===== src/rtl/bit_serial_adder_pkg.sv =====
// bit_serial_adder_pkg: shared FSM state encoding, default width and bit-counter sizing
package bit_serial_adder_pkg;
  localparam int WIDTH_DEFAULT = 8;
  typedef enum logic [1:0] {
    IDLE  = 2'd0,
    SHIFT = 2'd1,
    DONE  = 2'd2
  } state_t;
  function automatic int cnt_width(input int w);
    return $clog2(w + 1);
  endfunction
endpackage


===== src/rtl/bit_serial_adder_fa_cell.sv =====
// fa_cell: single-bit full adder (a, b, cin -> sum, cout)
module fa_cell (
  input  logic a,
  input  logic b,
  input  logic cin,
  output logic sum,
  output logic cout
);
  assign sum  = a ^ b ^ cin;
  assign cout = (a & b) | (cin & (a ^ b));
endmodule


===== src/rtl/bit_serial_adder.sv =====
// bit_serial_adder: LSB-first serial adder, ports clk/rst, in_valid/in_ready + op_a/op_b/op_cin in, out_valid/out_ready + sum/cout out, busy while shifting
module bit_serial_adder
  import bit_serial_adder_pkg::*;
#(
  parameter int WIDTH = WIDTH_DEFAULT
) (
  input  logic             clk,
  input  logic             rst,
  input  logic             in_valid,
  output logic             in_ready,
  input  logic [WIDTH-1:0] op_a,
  input  logic [WIDTH-1:0] op_b,
  input  logic             op_cin,
  output logic             out_valid,
  input  logic             out_ready,
  output logic [WIDTH-1:0] sum,
  output logic             cout,
  output logic             busy
);
  localparam int CW = cnt_width(WIDTH);
  state_t           state;
  state_t           state_n;
  logic [WIDTH-1:0] a_q;
  logic [WIDTH-1:0] a_n;
  logic [WIDTH-1:0] b_q;
  logic [WIDTH-1:0] b_n;
  logic [WIDTH-1:0] res_q;
  logic [WIDTH-1:0] res_n;
  logic [WIDTH-1:0] sum_q;
  logic [WIDTH-1:0] sum_n;
  logic             c_q;
  logic             c_n;
  logic             cout_q;
  logic             cout_n;
  logic [CW-1:0]    cnt_q;
  logic [CW-1:0]    cnt_n;
  logic             bit_s;
  logic             bit_c;
  logic             accept;
  logic             shifting;
  logic             last;
  fa_cell u_fa (
    .a    (a_q[0]),
    .b    (b_q[0]),
    .cin  (c_q),
    .sum  (bit_s),
    .cout (bit_c)
  );
  assign accept   = state == IDLE && in_valid;
  assign shifting = state == SHIFT;
  assign last     = shifting && cnt_q == CW'(WIDTH - 1);
  always_comb begin
    state_n = state == IDLE  ? (in_valid ? SHIFT : IDLE) :
              state == SHIFT ? (last ? DONE : SHIFT) :
              state == DONE  ? (out_ready ? IDLE : DONE) : IDLE;
    a_n     = accept ? op_a : shifting ? a_q >> 1 : a_q;
    b_n     = accept ? op_b : shifting ? b_q >> 1 : b_q;
    c_n     = accept ? op_cin : shifting ? bit_c : c_q;
    cnt_n   = accept ? '0 : shifting ? cnt_q + 1'b1 : cnt_q;
    res_n   = shifting ? {bit_s, res_q[WIDTH-1:1]} : res_q;
    // published only on the final bit so sum/cout always show the last finished result
    sum_n   = last ? res_n : sum_q;
    cout_n  = last ? bit_c : cout_q;
  end
  always_ff @(posedge clk) begin
    if (rst) begin
      state  <= IDLE;
      a_q    <= '0;
      b_q    <= '0;
      c_q    <= 1'b0;
      cnt_q  <= '0;
      res_q  <= '0;
      sum_q  <= '0;
      cout_q <= 1'b0;
    end else begin
      state  <= state_n;
      a_q    <= a_n;
      b_q    <= b_n;
      c_q    <= c_n;
      cnt_q  <= cnt_n;
      res_q  <= res_n;
      sum_q  <= sum_n;
      cout_q <= cout_n;
    end
  end
  assign in_ready  = state == IDLE;
  assign out_valid = state == DONE;
  assign busy      = shifting;
  assign sum       = sum_q;
  assign cout      = cout_q;
endmodule


===== config.mk =====
export PLATFORM = sky130hd
export DESIGN_NAME = bit_serial_adder
export DESIGN_NICKNAME = d
export VERILOG_FILES = /design/src/rtl/bit_serial_adder_pkg.sv /design/src/rtl/bit_serial_adder_fa_cell.sv /design/src/rtl/bit_serial_adder.sv
export SDC_FILE = /design/constraint.sdc
export NUM_CORES = 1
export LEC_CHECK = 0
export ABC_CLOCK_PERIOD_IN_PS = 2100
export CORE_UTILIZATION = 36
export CTS_CLUSTER_DIAMETER = 100
export DETAILED_ROUTE_END_ITERATION = 7
export MAX_ROUTING_LAYER = met4
export SLEW_MARGIN = 15
export SYNTH_ARGS = -nofsm -noshare
export SYNTH_HDL_FRONTEND = slang
export SYNTH_HIERARCHICAL = 1
export SYNTH_SLANG_ARGS = --single-unit

===== constraint.sdc =====
create_clock -name clk -period 2.1 [get_ports clk]
set_clock_uncertainty 0.05 [all_clocks]
set_input_delay 0.42 -clock clk [delete_from_list [all_inputs] [get_ports clk]]
set_output_delay 0.42 -clock clk [all_outputs]
set_load 0.1 [all_outputs]

==> metrics.md <==
| Metric | Value |
|---|---|
| Status | completed |
| Number of distinct standard cells referenced by the synthesized netlist | 29 |
| Sink count of the clock tree | 39 |
| Endpoint of the lowest-slack register-to-register path | b_q[6] |
| Hold Startpoint | b_q[3] |
| Number of remaining DRC errors | 0 |
| Number of cells traversed by the worst hold path | 2 |
| Number of antenna violations at the first check in global routing | 0 |
| Most used standard cell by instance count after synthesis | sky130_fd_sc_hd__dfxtp_1 |
| Cts bufs inserted | 5 |
| Clk pin slew, worst setup/hold paths | 0.07 ns |
| Count of buffers inserted at the top-level ports | 32 |
| Number of inserted diodes | 0 |
| Leading post-synthesis cells by instance count | 39 x sky130_fd_sc_hd__dfxtp_1, 28 x sky130_fd_sc_hd__nand2_1, 22 x sky130_fd_sc_hd__a21oi_1 |
| Gate count after technology mapping | 194 |
| Synthesized cell area | 0.00172 mm² |
| Setup Total Neg Slack | 0 ns |
| Tot GR Track Use | 0.152 |
| Core Region | 0.00447 mm² |
| Worst reg2reg path startpoint | state[1] |
| RD Place Congestion | 0.710 |
| Routed length per instance | 12.1 µm |
| Setup repair after global routing missed its margin | false |
| Crit path launch type | flop |
| DP HPWL | 2160 µm |
| Buffers inserted during post-CTS setup optimization | 0 |
| Number of enable flip-flop cells after synthesis | 0 |
| Flops & latches, synth | 39 |
| Path depth of the worst reg2reg path | 5 |
| Die Span X | 71.2 µm |
| Endpoint of the worst hold-timing path | b_q[2] |
| Quantity of hold-fixing buffers added after cts | 0 |
| Total wirelength of the detailed-routed design | 3350 µm |
| Number of global-route vias before repair | 1310 |
| Area contributors post-synth | sky130_fd_sc_hd__dfxtp_1 45%, sky130_fd_sc_hd__nand2b_1 7.3%, sky130_fd_sc_hd__a21oi_1 6.4% |
| Final Hold Violating Endpoints | 0 |
| Vias per cell | 4.95 |
| Clock latency of the later-clocked register in the worst-skew pair | 0.29 ns |
| Slew headroom | 0.683 |
| Min Hold Slack | 0.408 ns |
| Number of failing setup endpoints in the final timing report | 0 |
| Max-slew violations | 0 |
| Final worst path period share | 0.868 |
| Layout cells sized above 1 | 0.156 |
| I/O pins | 33 |
| Top FF cell, synth | sky130_fd_sc_hd__dfxtp_1 |
| Starting density of the core | 0.385 |
| Cells resized by post-CTS repair | 0 |
| Lkg Pwr | 0.777 nW |
| Post-route ant nets | 0 |
| Classification of the worst-slack hold path | flop to flop |
| WS Path Type | flop to primary output |
| Worst R2R Setup Slack | 0.55 ns |
| CP endpoint kind | primary output |
| DR pass1 iterations | 6 |
| Area share of the largest cell type after synthesis | 0.453 |
| Grt total ovfl | 0 |
| Sequential share of the synthesized area | 0.453 |
| Clock Path Buffers | 2 |
| Die footprint | 0.00507 mm² |
| Total via count in the routed design | 1372 |
| Average instance area after synthesis | 8.88 µm² |
| Die Span Y | 71.2 µm |
| Site row count | 24 |
| Achievable clock frequency | 0.548 GHz |
| TritonCTS clock tree | done |
| Area overhead of the layout relative to synthesis | 26.8% |
| Worst Path Max Fanout | 12 |
| Worst path arrival time | 1.35 ns |
| Data required time at the worst endpoint | 1.63 ns |
| Synth Warn # | 6 |
| Maximum number of pins on one net before global-route repair | 49 |
| Synth area leader | sky130_fd_sc_hd__dfxtp_1 |
| Clock period minus final worst setup slack | 1.82 ns |
| Highest ir drop seen on vdd | 0.289 mV |
| Power Density | 736 mW/mm² |
| CTS H-Tree Depth | 2 |
| Fraction of registers with async set/reset | 0 |
| Violation count after the first detailed-routing iteration | 69 |
| Measured slew at the worst slew-check pin | 0.475 ns |
| Max Cap Viol | 0 |
| Net count after synthesis | 217 |
| Clock root buffer master | sky130_fd_sc_hd__clkbuf_8 |
| First-pass GRT wire length | 5780 µm |
| Final net count | 248 |
-- registers in the layout, summed over array words and instances (netlist names) --
| register | cells |
|---|---|
| res_q | 7 |
| state | 2 |
| a_q | 8 |
| b_q | 8 |
| cnt_q | 4 |
| c_q | 1 |
| cout | 1 |
| sum | 8 |
-- layer usage --
layer,vias to the layer above,global-route usage,part of all wire
met5,-,-,0
met4,0,0.0733,0.019
met3,8,0.0342,0.033
met2,24,0.225,0.44
met1,624,0.195,0.51
li1,716,-,-
-- layout make-up --
class | count | area (µm²)
Fill cell | 442 | 2290
Multi-Input combinational cell | 138 | 842
Sequential cell | 39 | 781
Timing Repair Buffer | 38 | 398
Clock buffer | 6 | 82.6
Tap cell | 52 | 65.1
Inverter | 3 | 11.3
Clock inverter | 1 | 5.00
-- kinds of logic after synthesis --
group                    count (synthesis)  synth area share
AND/OR/NAND/NOR                         80             0.229
AO/OA/AOI/OAI                           44             0.169
flip-flops                              39             0.453
buffers and inverters                   17            0.0610
multiplexers                            10            0.0581
XOR/XNOR                                 2            0.0102
adder cells (fa/ha/maj)                  2            0.0189
-- per-stage QoR --
step                worst slack, ns  cells   util  power (W)  instance area [µm²]
floorplan                     0.296    194      -    0.00103                 1730
global placement              0.153    270  0.469    0.00112                 2100
detailed placement            0.146    270  0.469    0.00112                 2100
CTS                           0.255    277  0.488    0.00163                 2180
global route                  0.167    277  0.488    0.00170                 2180
finish                        0.276    277  0.488    0.00161                 2180
-- power breakdown --
group	leakage, nW	total (W)	internal [W]	switching [W]
Combinational	0.412	0.000295	0.000136	0.000159
Sequential	0.319	0.000808	0.000780	0.0000277
Clock	0.0470	0.000504	0.000258	0.000246
-- worst max path at each step --
stage / from / to / slack [ns] / cells past startpoint
2_1_floorplan: state[1] / out_valid / 0.30 / 2
3_3_place_gp: in_valid / a_q[5] / 0.15 / 4
3_5_place_dp: in_valid / a_q[6] / 0.15 / 4
4_1_cts: state[1] / busy / 0.25 / 3
5_1_grt: state[0] / busy / 0.17 / 3
6_report: state[1] / busy / 0.28 / 3
-- critical path: stages, from the launching register on --
cell and delay (ns):
sky130_fd_sc_hd__dfxtp_1 0.39, sky130_fd_sc_hd__nand2b_1 0.22, sky130_fd_sc_hd__inv_2 0.23, sky130_fd_sc_hd__buf_12 0.21
-- cells in the final DEF, fill, tap and decap left out, drive strengths merged, types with 6 or more instances in the layout --
cell,synthesis,routed
mux2i,10,10
a21oi,22,22
nand2b,20,20
clkdlybuf4s50,0,20
clkbuf,5,6
buf,9,18
dfxtp,39,39
a211oi,16,16
nand2,28,28
nor2,21,21
No activity file was read; power rests on OpenSTA's default activity.
